**config.mk**
```make
export PLATFORM = sky130hd
export DESIGN_NAME = fetch_align
export DESIGN_NICKNAME = d
export VERILOG_FILES = /design/src/rtl/fetch_align.sv
export SDC_FILE = /design/constraint.sdc
export NUM_CORES = 1
export LEC_CHECK = 0
export CAP_MARGIN = 20
export CORE_MARGIN = 8
export CORE_UTILIZATION = 40
export DETAILED_ROUTE_END_ITERATION = 16
export HOLD_SLACK_MARGIN = 0.1
export PLACE_DENSITY = 0.66
export SYNTH_ARGS = -nofsm -noshare
export SYNTH_HDL_FRONTEND = slang
export SYNTH_SLANG_ARGS = --single-unit
```
**constraint.sdc**
```tcl
create_clock -name clk_i -period 10.93 [get_ports clk_i]
set_input_delay 3.279 -clock clk_i [delete_from_list [all_inputs] [get_ports clk_i]]
set_output_delay 3.279 -clock clk_i [all_outputs]
set_load 0.03 [all_outputs]
```
**src/rtl/fetch_align.sv**
```systemverilog
// Instruction fetch/align stage: word fetches into a halfword queue,
// one (possibly straddling) instruction presented per handshake.
module fetch_align #(
    parameter logic [31:0] RESET_PC  = 32'h0000_0000,
    parameter int          BUF_WORDS = 2
) (
    input  logic        clk_i,
    input  logic        rst_ni,
    output logic        imem_req_o,
    output logic [31:0] imem_addr_o,
    input  logic        imem_gnt_i,
    input  logic        imem_rvalid_i,
    input  logic [31:0] imem_rdata_i,
    input  logic        flush_i,
    input  logic [31:0] flush_pc_i,
    output logic        align_valid_o,
    input  logic        align_ready_i,
    output logic [31:0] align_inst_o,
    output logic [31:0] align_pc_o,
    output logic        align_com_o
);

    localparam int HW = 2 * BUF_WORDS;            // queue depth in halfwords
    localparam int CW = $clog2(HW + 1) + 1;       // one spare bit for base+1

    typedef enum logic [1:0] {IDLE, REQ, WAIT} state_t;

    state_t               state_q, state_d;
    logic [HW-1:0][15:0]  hwq_q, hwq_d;           // index 0 is the head halfword
    logic [CW-1:0]        cnt_q, cnt_d;
    logic [31:0]          fetch_addr_q, fetch_addr_d;
    logic [31:0]          head_pc_q, head_pc_d;
    logic                 outst_q, outst_d;       // granted, response not yet seen
    logic                 discard_q, discard_d;   // that response is stale
    logic                 skip_q, skip_d;         // drop low halfword of next push
    logic [31:0]          hold_inst_q, hold_pc_q;
    logic                 hold_com_q;

    logic                 is32, valid, consume, grant, rsp, push;
    logic [31:0]          cur_inst;
    logic [CW-1:0]        pop_n, push_n, base;
    logic                 unused_pc0;

    // target bit 0 is meaningless for halfword-aligned code
    assign unused_pc0 = flush_pc_i[0];

    // head decode: a 32-bit instruction needs both halfwords present
    always_comb begin
        is32     = &hwq_q[0][1:0];
        valid    = is32 ? (cnt_q >= CW'(2)) : (cnt_q >= CW'(1));
        cur_inst = is32 ? {hwq_q[1], hwq_q[0]} : {16'h0000, hwq_q[0]};
    end

    assign align_valid_o = valid;
    assign align_inst_o  = valid ? cur_inst  : hold_inst_q;
    assign align_pc_o    = valid ? head_pc_q : hold_pc_q;
    assign align_com_o   = valid ? ~is32     : hold_com_q;
    assign imem_addr_o   = fetch_addr_q;

    assign consume = valid & align_ready_i & ~flush_i;
    assign grant   = imem_req_o & imem_gnt_i;
    assign rsp     = imem_rvalid_i & outst_q;
    assign push    = rsp & ~discard_q & ~flush_i;

    // queue update: pop from the head, then append the returned word behind it
    always_comb begin
        pop_n  = consume ? (is32 ? CW'(2) : CW'(1)) : CW'(0);
        push_n = push ? (skip_q ? CW'(1) : CW'(2)) : CW'(0);
        base   = cnt_q - pop_n;
        hwq_d  = hwq_q;
        if (consume) hwq_d = is32 ? (hwq_q >> 32) : (hwq_q >> 16);
        for (int i = 0; i < HW; i++) begin
            if (push && CW'(i) == base)
                hwq_d[i] = skip_q ? imem_rdata_i[31:16] : imem_rdata_i[15:0];
            if (push && !skip_q && CW'(i) == base + CW'(1))
                hwq_d[i] = imem_rdata_i[31:16];
        end
        cnt_d = flush_i ? CW'(0) : base + push_n;
    end

    // pointers and response bookkeeping; a redirect overrides everything
    always_comb begin
        outst_d      = grant | (outst_q & ~rsp);
        discard_d    = rsp ? 1'b0 : discard_q;
        skip_d       = push ? 1'b0 : skip_q;
        head_pc_d    = consume ? head_pc_q + (is32 ? 32'd4 : 32'd2) : head_pc_q;
        fetch_addr_d = grant ? fetch_addr_q + 32'd4 : fetch_addr_q;
        if (flush_i) begin
            // anything still in flight after this cycle belongs to the old path
            discard_d    = outst_d;
            skip_d       = flush_pc_i[1];
            head_pc_d    = {flush_pc_i[31:1], 1'b0};
            fetch_addr_d = {flush_pc_i[31:2], 2'b00};
        end
    end

    // fetch FSM; IDLE only issues with no response in flight so at most one
    // is ever outstanding and its two halfwords always have room
    always_comb begin
        state_d    = state_q;
        imem_req_o = 1'b0;
        case (state_q)
            IDLE: begin
                if (rst_ni && !flush_i && !outst_q && cnt_q <= CW'(HW - 2)) begin
                    imem_req_o = 1'b1;
                    state_d    = imem_gnt_i ? WAIT : REQ;
                end
            end
            REQ: begin
                imem_req_o = 1'b1;
                if (imem_gnt_i) state_d = WAIT;
            end
            WAIT: begin
                if (rsp) state_d = (cnt_d <= CW'(HW - 2)) ? REQ : IDLE;
            end
            default: state_d = IDLE;
        endcase
        if (flush_i) state_d = IDLE;
    end

    // state registers
    always_ff @(posedge clk_i or negedge rst_ni) begin
        if (!rst_ni) begin
            state_q      <= IDLE;
            hwq_q        <= '0;
            cnt_q        <= '0;
            fetch_addr_q <= RESET_PC;
            head_pc_q    <= RESET_PC;
            outst_q      <= 1'b0;
            discard_q    <= 1'b0;
            skip_q       <= 1'b0;
        end else begin
            state_q      <= state_d;
            hwq_q        <= hwq_d;
            cnt_q        <= cnt_d;
            fetch_addr_q <= fetch_addr_d;
            head_pc_q    <= head_pc_d;
            outst_q      <= outst_d;
            discard_q    <= discard_d;
            skip_q       <= skip_d;
        end
    end

    // remember the last presented instruction so outputs hold while invalid
    always_ff @(posedge clk_i or negedge rst_ni) begin
        if (!rst_ni) begin
            hold_inst_q <= '0;
            hold_pc_q   <= RESET_PC;
            hold_com_q  <= 1'b0;
        end else if (valid) begin
            hold_inst_q <= cur_inst;
            hold_pc_q   <= head_pc_q;
            hold_com_q  <= ~is32;
        end
    end

endmodule

```
After elaboration in Yosys (flattened, before gate mapping):

Cells that the tools add are included.
W data, S select, Z words.

* register bits: 202
* input port bits: 70
* output and inout bits: 99
* logic and storage cells: 113

* $add $sub $neg: 5
* magnitude comparators: 4
* equal/unequal tests: 11
* muxes and demuxes: 39
* bitwise gates (word level): 12
* reductions and logical operators: 28

Operator list (count)
* $mux W32: 7
* $mux W16: 9
* $mux W64: 1
* $mux W48: 1
* $add A32 B3 Y32: 1
* $add A32 B3 Y32 const B: 1
* $mux W2: 9
* $eq A2 B4 Y1 const A: 4
* $logic_and A1 B1 Y1: 12
* $reduce_bool A3 Y1: 4
* $ne A3 B3 Y1 const B: 3
* $eq A1 B4 Y1 const A: 2
* $le A4 B2 Y1 const B: 2
* $logic_not A4 Y1: 2
* $mux W1: 8
* $reduce_bool A2 Y1: 4
* $and A1 B1 Y1: 7
* $pmux W2 S3: 1
* $add A4 B1 Y4 const B: 1
* $add A4 B2 Y4: 1
* $ge A4 B1 Y1 const B: 1
* $ge A4 B2 Y1 const B: 1
* $mux W4: 1
* $not A1 Y1: 4
* 10 further kinds: 12

Depth between registers and ports, before layout:

* depth in word-level cells: 13
* gate-level depth with buffers: 18
* depth with buffers taken out: 13

Worst setup path before layout:

No wires, ideal clock.

* path kind: input -> output
* start point: input flush_i
* end point: output imem_req_o
* arrival time: 4.544 ns
* data required time: 7.651 ns
* setup slack: 3.107 ns
* stages on the path: 5
* path buffers: 2
* cell sequence: clkbuf_1 inv_2 a31oi_1 clkbuf_1 nor2_1

* word-level cells in the longest chain between the ends: 6

RTL lines
* from (decl): line 14 `input logic flush_i,`
* $logic_not A1 Y1: line 104 `if (rst_ni && !flush_i && !outst_q && cnt_q <= CW'(HW - 2)) begin`
* $logic_and A1 B1 Y1 (3 in series): line 104
* $mux W1: line 104
* $pmux W1 S2: line 102 `case (state_q)`
* to (decl): line 9 `output logic imem_req_o,`

Every way passes these cells.

Worst setup path in the final report:

* start point: input rst_ni
* end point: output imem_req_o

* word-level cells in the longest chain between the ends: 5

RTL lines
* from (decl): line 8 `input logic rst_ni,`
* $logic_and A1 B1 Y1 (3 in series): line 104
* $mux W1: line 104
* $pmux W1 S2: line 102

Every way passes these cells.

==> reports/results.ini <==
[clock_tree]
cts-root-buf = sky130_fd_sc_hd__clkbuf_16
worstSkewPairLatency_ns = 0.45
cts_made_buffers = 17
cts.repair.resized = 0
tritoncts = built
post-cts-setup-buffer-count = 0
clockBufferDepth = 2
cts.reportedPaths.clkPinSlew_ns = 0.08
cts.hold.buffers_added = 0
cts_sinks = 199
cts.htree.levels = 4

[setup_path]
cpMaxStageDelayCell = sky130_fd_sc_hd__clkdlybuf4s50_1
required_ns = 7.65
setup.worst_path.start_class = primary input
maximum_fanout_along_the_worst_path = 102
arr_time_crit_path_ns = 5.25
delay_contributed_by_the_slowest_stage_of_the_critical_path_ns = 0.69
critical_path.top_delay_family = buffers and inverters
crit_type = primary input to output port
end_kind = output port
path_cells = clkbuf_8 > nor4b_4 > a31oi_2 > nor2_1 > clkdlybuf4s50_1
timing.critical_path.buf_inv = 2

[hold_path]
worstHoldPathType = register to register

[power]
clock_power_share_pct = 17.6
vdd.ir_drop.worst_mv = 0.2419
total_leakage_power_uw = 0.005382
sw_frac_of_total_pct = 45.75
combinational_power_share_pct = 53.0
cell_internal_pwr_uw = 2024
power.switching_uw = 1707
pwr_density_nw_per_um2 = 281.0
report.power.total_uw = 3731
seq_power_share_pct = 29.5

[timing]
timing.slew.headroom_pct = 30.54
setup_repair_after_global_routing_missed_its_margin = false
worstMarginPinSlew_ns = 1.041
hold_viol = 0
setup_viol_count_final = 0
finalClockSkew_ns = 0.01196
fin_setup_tns_ns = 0
timing.final.max_slew_violations = 0
fin_crit_sh_pct = 78.00
clock.fmax_mhz = 117.3
hold_ws_ns = 0.4691
finalCriticalPeriod_ns = 8.526

[route]
drc = 0
route.detailed.vias_per_inst = 5.830
drt_iter0_drc = 914
routed-via-count = 9252
detailedRoute.firstPassIterationCount = 5
post_drt_wl_per_cell_microns = 20.83
drt_wl_total_mm = 33.05
antenna_left = 0

[yosys]
gate_count_of_the_mapped_netlist = 1117
yosys.area_share.adder_pct = 1.373
synth.top_cells.by_count = 199 x sky130_fd_sc_hd__dfrtp_1, 194 x sky130_fd_sc_hd__nand2_1, 62 x sky130_fd_sc_hd__clkbuf_1, 62 x sky130_fd_sc_hd__nor2_1, 54 x sky130_fd_sc_hd__mux2_2
synth_compound_gate_area_share_pct = 16.08
post-synth-top-count-cell = sky130_fd_sc_hd__dfrtp_1
netlist_area_sq_um = 10750
synth_enable_flop_cells = 0
synth_ff_type = sky130_fd_sc_hd__dfrtp_1
netlist_top_cells_area = sky130_fd_sc_hd__dfrtp_1 46%, sky130_fd_sc_hd__nand2_1 6.8%, sky130_fd_sc_hd__mux2_2 5.7%
synth.top_cell.area_share_pct = 46.31
yosysWarningCount = 0
synth.yosys.seq_area_share_pct = 46.31
synth-seq-cells = 199
synth_simple_gate_area_share_pct = 19.58
yosys.area_share.xor_xnor_pct = 4.398
yosysUniqueCellTypes = 62
post_synth.cell_area_avg_sq_um = 9.628
yosys-mux-area-fraction_pct = 7.330
synth_top_cell_by_area = sky130_fd_sc_hd__dfrtp_1
synth_top_family_by_area = simple AND/OR/NAND/NOR gates
asyncSetResetFlopFracSynth_pct = 100.0

[placement]
dp.final_hpwl_mm = 21.77
weighted_congestion_at_the_end_of_routability_driven_global_placement = 0.8198
place.port_buffers = 165
dpl.cell_count = 1553

[finish]
areaGrowthSynthToFinish_pct = 23.47
num-nets-final = 1312
layout-drive-gt1-share_pct = 9.960
fill_cells = 2442
layoutNonFillerInstCount = 1587

[grt]
grt_antenna_before_repair = 2
pin_count_of_the_biggest_net_entering_global_routing = 103
vias_in_the_first_global_route = 9002
grt_pass1_wl_mm = 52.18
grt_overflow_total = 0
grtUsageTotal_pct = 20.05

[run]
maxCapViolations = 0

[floorplanning]
core_sq_um = 26650
fp.dieArea_sq_um = 32390
initial_core_util_pct = 40.35
dieWidth_microns = 180.0
rows = 60
die_h_microns = 180.0
floorplan.io_pins = 169

[run_status]
run_status = finished clean

## final timing paths
check	from	to	slack, ns	cells after the start
setup / recovery	rst_ni	imem_req_o	2.40	5
hold / removal	hold_pc_q[11]	hold_pc_q[11]	0.47	2
setup reg to reg	cnt_q[2]	hwq_q[18]	5.18	11
hold reg to reg	hold_pc_q[11]	hold_pc_q[11]	0.47	2
max in group asynchronous	rst_ni	hold_inst_q[16]	6.82	2
min in group asynchronous	rst_ni	hold_pc_q[28]	2.83	1
## cells in the final DEF, fill, tap and decap left out, types with 4 or more instances in the layout
master / instances
sky130_fd_sc_hd__a21oi_1: 44
sky130_fd_sc_hd__ha_1: 7
sky130_fd_sc_hd__o2bb2ai_1: 16
sky130_fd_sc_hd__nand2_1: 194
sky130_fd_sc_hd__clkdlybuf4s50_1: 164
sky130_fd_sc_hd__xor2_1: 17
sky130_fd_sc_hd__and2_1: 4
sky130_fd_sc_hd__nor2_1: 60
sky130_fd_sc_hd__a21boi_1: 8
sky130_fd_sc_hd__nor4b_1: 20
sky130_fd_sc_hd__or3_1: 12
sky130_fd_sc_hd__a22o_1: 32
sky130_fd_sc_hd__a211oi_1: 16
sky130_fd_sc_hd__nor4_1: 38
sky130_fd_sc_hd__inv_1: 35
sky130_fd_sc_hd__nand4_1: 10
sky130_fd_sc_hd__o21ai_0: 17
sky130_fd_sc_hd__buf_4: 18
sky130_fd_sc_hd__mux2i_1: 18
sky130_fd_sc_hd__a21boi_0: 9
sky130_fd_sc_hd__nand3_1: 16
sky130_fd_sc_hd__o211ai_1: 20
sky130_fd_sc_hd__nand2b_1: 10
sky130_fd_sc_hd__xnor2_1: 30
sky130_fd_sc_hd__mux2_2: 54
sky130_fd_sc_hd__a31oi_1: 25
sky130_fd_sc_hd__clkbuf_16: 17
sky130_fd_sc_hd__o31a_1: 6
sky130_fd_sc_hd__a221o_1: 16
sky130_fd_sc_hd__and3_1: 4
sky130_fd_sc_hd__or4_1: 10
sky130_fd_sc_hd__clkinv_8: 7
sky130_fd_sc_hd__nor3_1: 11
sky130_fd_sc_hd__o221ai_1: 16
sky130_fd_sc_hd__dfrtp_1: 199
sky130_fd_sc_hd__and4_1: 8
## layout make-up
class                      count  area, sq um  share of cell area, %
tap                          341        426.7                  3.213
sequential                   199         4980                  37.50
antenna                        1        2.502                0.01885
multi-input combinational    792         5303                  39.94
timing repair buffer         184         1802                  13.57
clock buffer                  18        439.2                  3.308
clock inverter                14        182.7                  1.376
inverter                      38        142.6                  1.074
## worst reg2reg max path: cells and delay by family, from the launching register on
kind,cells,cell delay (ns)
adder cells (fa/ha/maj),1,0.35
AO/OA/AOI/OAI,3,1.10
buffers and inverters,1,0.46
flip-flops,1,0.60
AND/OR/NAND/NOR,6,3.16
## through the flow
step	instance area [sq um]	setup slack, ns	util (%)
after floorplan	10760	3.107	-
after global placement	12640	2.233	47.44
after detailed placement	12640	2.163	47.44
after CTS	13260	2.332	49.77
after global routing	13280	2.197	49.82
final	13280	2.405	49.82
## state kept, by name, indices dropped and copies added (netlist names)
signal,cells
skip_q,1
hold_pc_q,32
head_pc_q,31
discard_q,1
outst_q,1
hwq_q,64
imem_addr_o,30
hold_inst_q,32
hold_com_q,1
cnt_q,4
state_q,2
## kinds of logic after synthesis
logic type | Yosys count
buffers and inverters | 127
AOI/OAI and AO/OA | 238
muxes | 72
and+or+nand+nor | 420
xor gates and xnor gates | 50
other | 1
DFF | 199
adders and majority gates | 10
## per-layer routing
| metal | vias up | share of wire, % | global-route usage (%) |
|---|---|---|---|
| met5 | - | 0.033 | 0 |
| met4 | 2 | 2.2 | 6.669 |
| met3 | 50 | 7.3 | 4.879 |
| met2 | 405 | 48 | 31.96 |
| met1 | 4535 | 43 | 26.40 |
| li1 | 4260 | - | - |
## power by group through the flow
stage	clock [uW]	combinational, uW	sequential (uW)
after CTS	668	1990	1100
after detailed placement	0	1990	1110
after floorplan	0	1250	1090
after global routing	694	2110	1120
final	656	1980	1100
after global placement	0	1970	1100
Note: power is estimated with default switching activity, not from simulation.
